File: config.mk
export PLATFORM = sky130hd
export DESIGN_NAME = multi_debounce
export DESIGN_NICKNAME = d
export VERILOG_FILES = /design/src/rtl/multi_debounce.sv
export SDC_FILE = /design/constraint.sdc
export NUM_CORES = 1
export LEC_CHECK = 0
export ABC_AREA = 1
export CORE_MARGIN = 2
export CORE_UTILIZATION = 53
export DETAILED_ROUTE_END_ITERATION = 7
export MAX_ROUTING_LAYER = met4
export PLACE_DENSITY = 0.69
export SLEW_MARGIN = 10
export SYNTH_ARGS = -nofsm -noshare
export SYNTH_HDL_FRONTEND = slang
export SYNTH_SLANG_ARGS = --single-unit
File: constraint.sdc
create_clock -name clk -period 2.5 [get_ports clk]
set_clock_uncertainty 0.1 [all_clocks]
set_input_delay 0.75 -clock clk [delete_from_list [all_inputs] [get_ports clk]]
set_output_delay 0.75 -clock clk [all_outputs]
set_load 0.1 [all_outputs]
File: src/rtl/multi_debounce.sv
// multi_debounce: N_CH independent key debouncers with press/release/long-press pulses.
// Ports: clk, reset_n (async active-low), key_i raw keys, key_o debounced levels,
//        press_o/release_o/long_o one-cycle pulses per channel, any_event_o OR of all pulses.
module multi_debounce #(
    parameter int unsigned      N_CH        = 4,
    parameter int unsigned      CNT_W       = 24,
    parameter logic [CNT_W-1:0] STABLE_CNT  = 24'd10_000_000,
    parameter logic [CNT_W-1:0] LONG_CNT    = 24'd16_000_000,
    parameter bit               ACTIVE_HIGH = 1'b1
) (
    input  logic            clk,
    input  logic            reset_n,
    input  logic [N_CH-1:0] key_i,
    output logic [N_CH-1:0] key_o,
    output logic [N_CH-1:0] press_o,
    output logic [N_CH-1:0] release_o,
    output logic [N_CH-1:0] long_o,
    output logic            any_event_o
);

    localparam logic             IDLE    = ~ACTIVE_HIGH;
    localparam logic [CNT_W-1:0] LONG_M1 = LONG_CNT - 1'b1;

    logic [N_CH-1:0]  r_sync1;
    logic [N_CH-1:0]  r_sync2;
    logic [N_CH-1:0]  r_cand;
    logic [N_CH-1:0]  r_key;
    logic [N_CH-1:0]  r_press;
    logic [N_CH-1:0]  r_rel;
    logic [N_CH-1:0]  r_long;
    logic [CNT_W-1:0] r_cnt  [N_CH];
    logic [CNT_W-1:0] r_hcnt [N_CH];

    logic [N_CH-1:0]  w_key_nxt;
    logic [N_CH-1:0]  w_act_cur;
    logic [N_CH-1:0]  w_act_nxt;

    // Debounced level for the coming edge: commit the candidate once it has
    // been stable for STABLE_CNT counts.
    always_comb begin
        w_key_nxt = r_key;
        for (int i = 0; i < N_CH; i++) begin
            if (r_sync2[i] == r_cand[i] && r_cnt[i] == STABLE_CNT)
                w_key_nxt[i] = r_cand[i];
        end
    end

    // Polarity-normalised views: 1 means "pressed".
    assign w_act_cur = ACTIVE_HIGH ? r_key     : ~r_key;
    assign w_act_nxt = ACTIVE_HIGH ? w_key_nxt : ~w_key_nxt;

    always_ff @(posedge clk or negedge reset_n) begin
        if (!reset_n) begin
            r_sync1 <= {N_CH{IDLE}};
            r_sync2 <= {N_CH{IDLE}};
            r_cand  <= {N_CH{IDLE}};
            r_key   <= {N_CH{IDLE}};
            r_press <= '0;
            r_rel   <= '0;
            r_long  <= '0;
            for (int i = 0; i < N_CH; i++) begin
                r_cnt[i]  <= '0;
                r_hcnt[i] <= '0;
            end
        end else begin
            r_sync1 <= key_i;
            r_sync2 <= r_sync1;
            r_key   <= w_key_nxt;
            r_press <= w_act_nxt & ~w_act_cur;
            r_rel   <= w_act_cur & ~w_act_nxt;
            for (int i = 0; i < N_CH; i++) begin
                if (r_sync2[i] != r_cand[i]) begin
                    r_cand[i] <= r_sync2[i];
                    r_cnt[i]  <= '0;
                end else if (r_cnt[i] != STABLE_CNT) begin
                    r_cnt[i] <= r_cnt[i] + 1'b1;
                end

                // Hold counter stops at LONG_CNT, which also marks the
                // long-press as already fired for this press. A release on
                // the same edge clears it first, so no long pulse then.
                r_long[i] <= 1'b0;
                if (!w_act_nxt[i]) begin
                    r_hcnt[i] <= '0;
                end else if (w_act_cur[i] && r_hcnt[i] != LONG_CNT) begin
                    r_hcnt[i] <= r_hcnt[i] + 1'b1;
                    r_long[i] <= (r_hcnt[i] == LONG_M1);
                end
            end
        end
    end

    assign key_o       = r_key;
    assign press_o     = r_press;
    assign release_o   = r_rel;
    assign long_o      = r_long;
    assign any_event_o = |(r_press | r_rel | r_long);

endmodule

After elaboration in Yosys (flattened, before gate mapping)

Index checks and enable logic that the tools add are counted.

Output and inout port bits: 17
Bits of input ports: 6
Register bits: 220
Word-level logic and storage cells: 101

Bitwise gates (word level): 6
Add/sub/neg operators: 8
Reductions and logical operators: 13
Muxes and demuxes: 28
Eq/ne operators: 28

Operators with widths:

| cell                                                                     | count |
|---|---|
| 24-bit two-way mux                                                       | 16 |
| 24-bit by 1-bit adder with 24-bit output (second input constant)         | 8 |
| 24-bit == test (second input constant)                                   | 8 |
| 24-bit inequality test (second input constant)                           | 8 |
| 1-bit two-way mux                                                        | 12 |
| 4-bit AND                                                                | 2 |
| 1-bit logical AND                                                        | 8 |
| 2-bit by 1-bit inequality test with 1-bit output (second input constant) | 4 |
| 4-bit NOT                                                                | 2 |
| 4-bit OR                                                                 | 2 |
| 2-bit nonzero test                                                       | 4 |
| 1-bit == test                                                            | 4 |
| 1-bit inequality test                                                    | 4 |
| 4-bit OR reduction                                                       | 1 |

Logic depth before layout (Yosys ltp)

Word-level depth: 5
Mapped depth: 12
Depth with buffers taken out: 11

Worst setup path after synthesis

OpenSTA, ideal clock, no wires.

Path type: reg-to-output
Start point: register r_long[0], in the netlist long_o[0]
End point: output any_event_o
Path buffers: 0
Arrival: 1.888 ns
Data required time: 1.650 ns
Stages on the path, launching flop included: 3
Slack: -0.238 ns
Path through: dfrtp_1 -> nor4_1 -> nand3_1

Word-level cells in the longest chain between the ends: 2

Ends and longest elaborated chain:

| item                              | RTL line | source |
|---|---|---|
| from (decl)                       | 30       | `logic [N_CH-1:0] r_long;` |
| from (signal, indexed assignment) | 87       | `r_long[i] <= (r_hcnt[i] == LONG_M1);` |
| 4-bit OR                          | 97       | `assign any_event_o = \|(r_press \| r_rel \| r_long);` |
| 4-bit OR reduction                | 97       |  |
| to (decl)                         | 18       | `output logic any_event_o` |

Every way passes these cells.

Final worst setup path

Start point: register r_long[3], in the netlist long_o[3]
End point: output any_event_o

The elaborated chain is that of the path after synthesis.

==> flow_metrics.py <==
metrics = {
    "run_status": {
        "status": "completed",
    },
    "logic_synthesis": {
        "synth_nets": 2004,
        "yosys_warnings": 0,
        "async_reset_ff_frac": 1.00,
        "yosysUniqueCellTypes": 39,
        "synth_largest_area_cell": "dfrtp_1",
        "yosysTopAreaCellShare": 0.412,
        "synth_common_cells": "496 x nand2_1, 392 x nor2_1, 287 x inv_1, 220 x dfrtp_1, 163 x nand3_1",
        "synthTopCellsByArea": "dfrtp_1 41%, nand2_1 14%, nor2_1 11%",
        "synth.avg_cell_area_um2": 6.73,
        "synth-edff-count": 0,
        "synth_flop_cell": "dfrtp_1",
        "seq_area_frac_synth": 0.412,
        "syn_inst": 1982,
        "netlist_area_um2": 13300,
        "synth_seq_cells": 220,
        "yosysMostFrequentCell": "nand2_1",
    },
    "die": {
        "core_um2": 25000,
        "fp.dieW_um": 163,
        "std_cell_rows": 58,
        "die_area_um2": 26500,
        "start_util": 0.535,
        "io_pins": 23,
        "die_h_um": 163,
    },
    "power_and_ir_drop": {
        "combinationalPowerShare": 0.036,
        "p_int_w": 0.00649,
        "power_w": 0.00825,
        "ir_drop_mv": 0.593,
        "pwr-share-seq": 0.440,
        "leakagePower_nw": 6.88,
        "power_density_nw_per_um2": 549,
        "p_switching_w": 0.00177,
        "clkPwrFrac": 0.524,
        "p_sw_frac": 0.214,
    },
    "min_path": {
        "min_path_type": "input pin to async pin",
    },
    "global_route": {
        "grt_antenna_before_repair": 0,
        "grt-ovfl-total": 0,
        "grt_pass1_vias": 11796,
        "grt_usage": 0.249,
        "grt_max_degree": 52,
        "grt_pass1_wl_um": 54100,
    },
    "sta": {
        "whs_ps": 19.9,
        "post-route-period-util": 0.988,
        "setup_ws_ps": 28.9,
        "fmax_ghz": 0.405,
        "maxSlewHeadroom": 0.645,
        "final-setup-viol-count": 0,
        "fin_crit_ps": 2470,
        "grt_setup_unrepaired": "yes",
        "drv_slew": 0,
        "worst_pin_slew_ps": 532,
        "hold_viol": 0,
    },
    "critical_path": {
        "cp_max_fo": 2,
        "crit_required_ps": 1650,
        "path_class": "flip-flop to output port",
        "startpoint_type": "flip-flop",
        "cp-end-kind": "output port",
        "cp_data_arrival_time_ps": 1620,
    },
    "cells_and_area": {
        "multi_input_area_um2": 6560,
        "seqCellArea_um2": 5510,
        "fillers": 2373,
        "final_nets": 2035,
        "diodes": 0,
        "syn2layout_area_growth_pct": 12.7,
        "final_cells": 2363,
        "final_area_um2": 15000,
        "drive_gt1_frac": 0.0585,
    },
    "detailed_routing": {
        "drt_iter0_drc": 949,
        "vias": 12344,
        "drc": 0,
        "vias_per_cell": 5.22,
        "first_pass_iters": 6,
        "wl_um": 30800,
        "ant_nets": 0,
        "routedWlPerCell_um": 13.0,
    },
    "placed_design": {
        "placed_cell_area_um2": 14000,
        "placed_cells": 2314,
        "gp_congestion": 0.921,
        "dpl_worst_slack_ps": 332,
        "portBuffers": 22,
        "hpwl_um": 22100,
    },
    "job": {
        "maxCapViolCount": 0,
    },
    "clocking": {
        "clkTransAtPathRegs_ps": 60,
        "clkLatencyLatePin_ps": 530,
        "cts_hold_buffers": 0,
        "cts_tree": "done",
        "clock-root-buffer": "clkbuf_16",
        "cts_buffer_depth": 3,
        "cts_sinks": 220,
        "numCtsBuffers": 26,
        "cts_max_level": 1,
    },
}
cell usage in the layout (no fill, tap or decap), drive strengths merged:
cell / netlist / layout
nand2: 502 / 502
nor2: 401 / 401
inv: 293 / 293
dfrtp: 220 / 220
nand3: 165 / 165
nand4: 94 / 94
o21ai: 67 / 67
nor3: 61 / 61
a21oi: 56 / 56
buf: 24 / 39
clkbuf: 16 / 36
xor2: 20 / 20
ha: 16 / 16
o21bai: 9 / 9
xnor2: 7 / 7
nor4: 7 / 7
bufinv: 0 / 6
clkinv: 0 / 6
a31oi: 4 / 4
o21a: 4 / 4
a211oi: 4 / 4
clkdlybuf4s50: 0 / 4
and3: 3 / 3
nor3b: 2 / 2
or2: 2 / 2
nand3b: 2 / 2
a2bb2oi: 2 / 2
a41oi: 1 / 1
power by group through the flow:
stage	Sequential, W	Clock [W]	Combinational (W)
6_report	0.00363	0.00432	0.000295
5_1_grt	0.00364	0.00455	0.000345
4_1_cts	0.00363	0.00440	0.000303
3_5_place_dp	0.00370	0	0.000302
3_3_place_gp	0.00370	0	0.000291
2_1_floorplan	0.00369	0	0.000158
logic make-up (layout without fill, tap and decap cells):
family                   count (synthesis)  in the layout  share of synthesized area
AO/OA/AOI/OAI                          147            147                     0.0595
XOR/XNOR                                27             27                     0.0183
adder cells (fa/ha/maj)                 16             16                     0.0150
buffers and inverters                  333            384                     0.0985
flip-flops                             220            220                      0.412
AND/OR/NAND/NOR                       1239           1239                      0.396
per-stage QoR:
stage / TNS (ps) / utilization
2_1_floorplan: 0 / -
3_3_place_gp: 0 / 0.561
3_5_place_dp: 0 / 0.561
4_1_cts: -5.89 / 0.602
5_1_grt: -34.9 / 0.602
6_report: 0 / 0.602
per-layer routing:
metal	up-vias	share of wire	wire [µm]	track usage
li1	6370	-	-	-
met1	5675	0.48	14800	0.337
met2	241	0.45	13900	0.399
met3	58	0.040	1230	0.0311
met4	0	0.025	774	0.0700
met5	-	0	0	-
registers in the layout (all words and copies together), names as in the netlist:
name	flops
long_o	4
press_o	4
r_cand	4
r_cnt	96
r_sync1	4
r_hcnt	96
r_sync2	4
release_o	4
key_o	4
worst max-delay path, cell delays in order, from the launching register on:
cell,delay (ps)
dfrtp_1,390
nor4_2,270
buf_4,180
nand3_4,70
buf_12,180
path summary, 6_finish.rpt:
check	from	to	slack (ps)	cells after the start
max	long_o[3]	any_event_o	30	4
min	reset_n	r_cnt[13]	20	1
max reg2reg	r_cnt[24]	r_hcnt[47]	310	11
min reg2reg	r_sync1[0]	r_sync2[0]	240	0
max in group asynchronous	reset_n	r_hcnt[85]	1600	2
min in group clk	r_sync1[0]	r_sync2[0]	240	0
repair_timing:
action | 4_1_cts | 5_1_grt
pin swaps | 1 | 0
setup endpoints to repair | 1 | 1
endpoints found under the hold margin | 0 | 0
resized for setup | 2 | 0
buffers inserted | 1 | 0
cell type report:
type | count | share of cell area
clock buffer | 36 | 0.0518
clock inverter | 12 | 0.0147
inverter | 293 | 0.0736
multi-input combinational | 1429 | 0.436
sequential | 220 | 0.366
tap | 330 | 0.0275
timing repair buffer | 43 | 0.0301
Note: power is estimated with default switching activity, not from simulation.
